==> config.mk <==
export PLATFORM = sky130hd
export DESIGN_NAME = popcount_accum
export DESIGN_NICKNAME = d
export VERILOG_FILES = /design/src/rtl/popcount_pkg.sv /design/src/rtl/popcount_word.sv /design/src/rtl/popcount_accum.sv
export SDC_FILE = /design/constraint.sdc
export NUM_CORES = 1
export LEC_CHECK = 0
export BUFFER_PORTS_ARGS = -buffer_cell sky130_fd_sc_hd__buf_2
export CAP_MARGIN = 20
export CORE_MARGIN = 2
export CORE_UTILIZATION = 50
export DETAILED_ROUTE_END_ITERATION = 7
export PLACE_DENSITY = 0.78
export SLEW_MARGIN = 30
export SYNTH_ARGS = -nofsm -noshare
export SYNTH_HDL_FRONTEND = slang
export SYNTH_SLANG_ARGS = --single-unit
==> constraint.sdc <==
create_clock -name clk -period 12.25 [get_ports clk]
set_input_delay 1.8375 -clock clk [delete_from_list [all_inputs] [get_ports clk]]
set_output_delay 1.8375 -clock clk [all_outputs]
set_load 0.02 [all_outputs]
==> src/rtl/popcount_pkg.sv <==
// rtl/popcount_pkg.sv - shared state encoding and width helper for the popcount accumulator
//
// Purpose: holds the three-state FSM encoding and the ceil(log2) function
// used to size the sum, word-count and per-word popcount buses.
// Ports: none (package).

package popcount_pkg;

  typedef enum logic [1:0] {
    IDLE  = 2'd0,
    ACCUM = 2'd1,
    DONE  = 2'd2
  } state_t;

  // Smallest w such that 2**w >= value; callers pass (max_count + 1) so the
  // result is the number of bits needed to hold 0..max_count.
  function automatic int clog2w(input int value);
    int w;
    w = 0;
    for (int i = 0; i < 32; i++) begin
      if ((64'(1) << i) < 64'(value)) begin
        w = i + 1;
      end
    end
    return w;
  endfunction

endpackage

==> src/rtl/popcount_word.sv <==
// rtl/popcount_word.sv - combinational popcount of one input word
//
// Purpose: counts the set bits of a single DATA_W-bit word.
// Ports:
//   word_i   in   DATA_W  word to count
//   count_o  out  CNT_W   number of ones in word_i (0..DATA_W)

module popcount_word
  import popcount_pkg::*;
#(
  parameter  int DATA_W = 8,
  localparam int CNT_W  = clog2w(DATA_W + 1)
) (
  input  logic [DATA_W-1:0] word_i,
  output logic [CNT_W-1:0]  count_o
);

  always_comb begin
    count_o = '0;
    for (int i = 0; i < DATA_W; i++) begin
      count_o = count_o + CNT_W'(word_i[i]);
    end
  end

endmodule

==> src/rtl/popcount_accum.sv <==
// rtl/popcount_accum.sv - per-message accumulator of one/zero bit counts
//
// Purpose: after start, accepts up to MAX_WORDS beats, summing the ones
// (or zeros, when count_zeros was set with start) of every accepted beat.
// The message ends on in_last or is truncated at MAX_WORDS (err_len=1);
// the result is then offered on out_valid until out_ready.
// Ports:
//   clk          in   1       rising-edge clock
//   reset        in   1       synchronous active-low reset
//   start        in   1       begin a message (honoured only in IDLE)
//   count_zeros  in   1       1 = count zeros, 0 = count ones (taken with start)
//   in_data      in   DATA_W  message beat
//   in_valid     in   1       in_data valid
//   in_last      in   1       final beat of the message
//   in_ready     out  1       beat accepted this cycle when in_valid
//   busy         out  1       FSM not in IDLE
//   out_valid    out  1       result available (DONE)
//   out_ready    in   1       consumer takes the result
//   sum          out  SUM_W   count of selected bits over the message
//   words        out  WCNT_W  beats accepted in the message
//   err_len      out  1       message truncated at MAX_WORDS without in_last

module popcount_accum
  import popcount_pkg::*;
#(
  parameter  int DATA_W    = 8,
  parameter  int MAX_WORDS = 1024,
  localparam int SUM_W     = clog2w(DATA_W * MAX_WORDS + 1),
  localparam int WCNT_W    = clog2w(MAX_WORDS + 1)
) (
  input  logic              clk,
  input  logic              reset,
  input  logic              start,
  input  logic              count_zeros,
  input  logic [DATA_W-1:0] in_data,
  input  logic              in_valid,
  input  logic              in_last,
  output logic              in_ready,
  output logic              busy,
  output logic              out_valid,
  input  logic              out_ready,
  output logic [SUM_W-1:0]  sum,
  output logic [WCNT_W-1:0] words,
  output logic              err_len
);

  localparam int PC_W = clog2w(DATA_W + 1);

  state_t              state_q;
  logic                in_ready_q;
  logic                busy_q;
  logic                out_valid_q;
  logic [SUM_W-1:0]    sum_q;
  logic [WCNT_W-1:0]   words_q;
  logic                err_len_q;
  logic                zero_mode_q;

  logic [PC_W-1:0]     pc_ones;
  logic [PC_W-1:0]     pc_sel;
  logic [SUM_W-1:0]    sum_d;
  logic [WCNT_W-1:0]   words_d;
  logic                accept;
  logic                hit_max;

  popcount_word #(
    .DATA_W (DATA_W)
  ) u_popcount_word (
    .word_i  (in_data),
    .count_o (pc_ones)
  );

  // Zero count is the complement of the one count within the word width.
  assign pc_sel  = zero_mode_q ? (PC_W'(DATA_W) - pc_ones) : pc_ones;
  assign sum_d   = sum_q + SUM_W'(pc_sel);
  assign words_d = words_q + WCNT_W'(1);
  assign accept  = in_valid && in_ready_q;
  assign hit_max = (words_d == WCNT_W'(MAX_WORDS));

  always_ff @(posedge clk) begin
    if (!reset) begin
      state_q     <= IDLE;
      in_ready_q  <= 1'b0;
      busy_q      <= 1'b0;
      out_valid_q <= 1'b0;
      sum_q       <= '0;
      words_q     <= '0;
      err_len_q   <= 1'b0;
      zero_mode_q <= 1'b0;
    end else begin
      case (state_q)
        IDLE: begin
          if (start) begin
            state_q     <= ACCUM;
            in_ready_q  <= 1'b1;
            busy_q      <= 1'b1;
            sum_q       <= '0;
            words_q     <= '0;
            err_len_q   <= 1'b0;
            zero_mode_q <= count_zeros;
          end
        end
        ACCUM: begin
          if (accept) begin
            sum_q   <= sum_d;
            words_q <= words_d;
            // in_last wins over truncation: a last beat landing exactly on
            // MAX_WORDS is a complete message, not a length error.
            if (in_last || hit_max) begin
              state_q     <= DONE;
              in_ready_q  <= 1'b0;
              out_valid_q <= 1'b1;
              err_len_q   <= !in_last;
            end
          end
        end
        DONE: begin
          if (out_ready) begin
            state_q     <= IDLE;
            out_valid_q <= 1'b0;
            busy_q      <= 1'b0;
          end
        end
        default: begin
          state_q     <= IDLE;
          in_ready_q  <= 1'b0;
          busy_q      <= 1'b0;
          out_valid_q <= 1'b0;
        end
      endcase
    end
  end

  assign in_ready  = in_ready_q;
  assign busy      = busy_q;
  assign out_valid = out_valid_q;
  assign sum       = sum_q;
  assign words     = words_q;
  assign err_len   = err_len_q;

endmodule

==> results_dict.tcl <==
set metrics [dict create \
    outcome "complete, no violations" \
    cts_post_setup_buffers_inserted 0 \
    dieHeight_um 67.77 \
    ir_drop_uv 64.36 \
    holdBufCountCts 0 \
    synth_cells 240 \
    rsz0062_at_grt "false" \
    drive_gt1_share_pct 21.35 \
    grt_antenna_before_repair 0 \
    syn_area_per_cell_um2 8.472 \
    syn_area_um2 2033 \
    synth-xor-area-share_pct 3.446 \
    whs_path_depth 2 \
    dp_hpwl_um 3245 \
    h-tree-depth 2 \
    min_path_type "flip-flop to flip-flop" \
    overflow 0 \
    synth-seq-cells 32 \
    slew_violations 0 \
    core_um2 3943 \
    synth_top_cell_by_area "dfxtp_1" \
    synth_top_area_share_pct 31.51 \
    worst_pin_slew_ns 0.7965 \
    maxCapViolCount 0 \
    grt_max_degree 20 \
    clk_pin_slew_ns 0.07 \
    n_antenna_cell 0 \
    numCtsBuffers 5 \
    core.rowCount 23 \
    cts_max_path_buffers 2 \
    drc_errors 0 \
    cts_tree "built" \
    cp-start-kind "input pin" \
    fin_util_pct 59.25 \
    slew-limit-headroom_pct 46.62 \
    synth.distinct_cells 54 \
    ys_async_sr_fraction_pct 0 \
    grt_pass1_vias 1780 \
    place_inst 323 \
    power_mw 0.2567 \
    fillerInstances 363 \
    pin_count 44 \
    num_vias 1895 \
    synth_compound_area_share_pct 23.45 \
    clock_latency_ns 0.30 \
    antenna_left 0 \
    yosys.cell_count.top_type "dfxtp_1" \
    crit_type "input pin to flip-flop" \
    port_buffers 43 \
    p_leak_nw 1.011 \
    finalSetupTns_ns 0 \
    die_area_um2 4593 \
    ys_seq_area_share_pct 31.51 \
    synth_fa_ha_area_share_pct 11.08 \
    dr.pass1.iters 4 \
    initial_core_util_pct 51.57 \
    clk_root_buffer_cell "clkbuf_8" \
    worstPathRequired_ns 12.44 \
    post-route-period-util_pct 48.59 \
    hold_ws_ns 0.4743 \
    final_cells 331 \
    grt_use_total_pct 21.71 \
    crit_fanout 8 \
    muxShareOfSynthArea_pct 0.9846 \
    grt_pass1_wl_um 7596 \
    synth_edf_count 0 \
    synth_top_family_by_area "compound AO/OA/AOI/OAI gates" \
    setup_viol 0 \
    period_minus_slack_ns 5.953 \
    fin_skew_ns 0.01048 \
    gp_congestion 0.7963 \
    nNetsFinal 310 \
    power.density_nw_per_um2 109.9 \
    fmax_ghz 0.1680 \
    finalWirelength_um 4489 \
    ys.flop_type "dfxtp_1" \
    cp.arrival_ns 6.14 \
    hold_violations 0 \
    syn-num-nets 270 \
    rrSetupSlack_ns 9.60 \
    synth_area_leaders "dfxtp_1, ha_1, a21oi_1" \
    numClockSinks 32 \
    ys_warn_count 0 \
    ctsResizeCount 0 \
    drtIter0Drc 131 \
    r2r_cells 9 \
    crit_path_end_kind "flip-flop" \
    syn_to_final_growth_pct 14.89 \
    ys_top_cells_by_count "dfxtp_1, nor2_1, a21oi_1, inv_1, nand2_1" \
    avgViaCountPerCell 5.725 \
    synth-simple-area-share_pct 22.77 \
    wl_per_cell_um 13.56 \
    die_w_um 67.77 \
]
-- cell families (layout without fill, tap and decap cells) --
| family | count (synthesis) | in the layout |
|---|---|---|
| AND/OR/NAND/NOR | 84 | 84 |
| AO/OA/AOI/OAI | 69 | 69 |
| flip-flops | 32 | 32 |
| buffers and inverters | 30 | 71 |
| adder cells (fa/ha/maj) | 15 | 15 |
| XOR/XNOR | 8 | 8 |
| multiplexers | 2 | 2 |
-- critical path: stages --
cell      delay (ns)
buf_2           0.10
ha_1            0.26
inv_1           0.05
fa_1            0.49
fa_1            0.40
inv_1           0.08
fa_1            0.18
inv_1           0.05
fa_1            0.54
nor4bb_1        0.38
xnor2_1         0.18
nand2_1         0.07
o21ai_0         0.11
ha_1            0.31
a21o_1          0.19
a31oi_1         0.49
and4b_2         0.31
mux2i_1         0.11
-- flip-flops by register name, indices dropped and copies added, names as in the netlist --
signal and flops:
sum 14, words 11, state_q 2, busy 1, err_len 1, in_ready 1
out_valid 1, zero_mode_q 1
-- through the flow --
stage	instance area, um2	worst slack, ns
after detailed placement	2248	6.033
final	2336	6.297
after global routing	2336	6.071
after floorplan	2033	6.422
after global placement	2248	6.149
after CTS	2336	6.331
-- cell usage in the layout, fill, tap and decap left out, types with 4 or more instances in the layout --
master and n:
dfxtp_1 32, nor2_1 21, o21ai_0 15, ha_1 10, inv_1 19, a22oi_1 4, a21oi_1 20, clkbuf_8 5
nor4_1 4, o31ai_1 5, nand3_1 9, nand2_1 16, xnor2_1 6, a21o_1 5, a31oi_1 4, nand4_1 4
nor3_1 4, fa_1 5, buf_2 43
-- per-layer routing --
metal	vias up	global-route usage, %	routed length, um	part of all wire [%]
met5	-	0	0	0
met4	0	6.750	36	0.80
met3	6	7.167	267	5.9
met2	56	37.87	2167	48
met1	875	25.05	2017	45
li1	958	-	-	-
-- layout make-up --
cell class | instances | area (um2) | area share (%)
inverters | 20 | 75.07 | 3.214
multi-input cells | 178 | 1255 | 53.72
clock buffers | 5 | 68.82 | 2.946
flip-flops and latches | 32 | 640.6 | 27.42
well taps | 50 | 62.56 | 2.678
repair buffers | 43 | 215.2 | 9.213
clock inverters | 3 | 18.77 | 0.8034
-- worst paths after layout --
kind                                  from              endpoint
setup / recovery                in_data[0]  sum[11]$_SDFFE_PN0P_
hold / removal        sum[13]$_SDFFE_PN0P_  sum[13]$_SDFFE_PN0P_
setup reg to reg  zero_mode_q$_SDFFE_PN0P_  sum[11]$_SDFFE_PN0P_
hold reg to reg       sum[13]$_SDFFE_PN0P_  sum[13]$_SDFFE_PN0P_
-- power breakdown --
group | total [mW] | internal [mW] | leakage, nW | switching [mW]
sequential | 0.110 | 0.107 | 0.259 | 0.00361
combinational | 0.0638 | 0.0259 | 0.704 | 0.0379
clock | 0.0827 | 0.0396 | 0.0479 | 0.0432
total | 0.257 | 0.172 | 1.01 | 0.0846
Note: power is estimated with default switching activity, not from simulation.
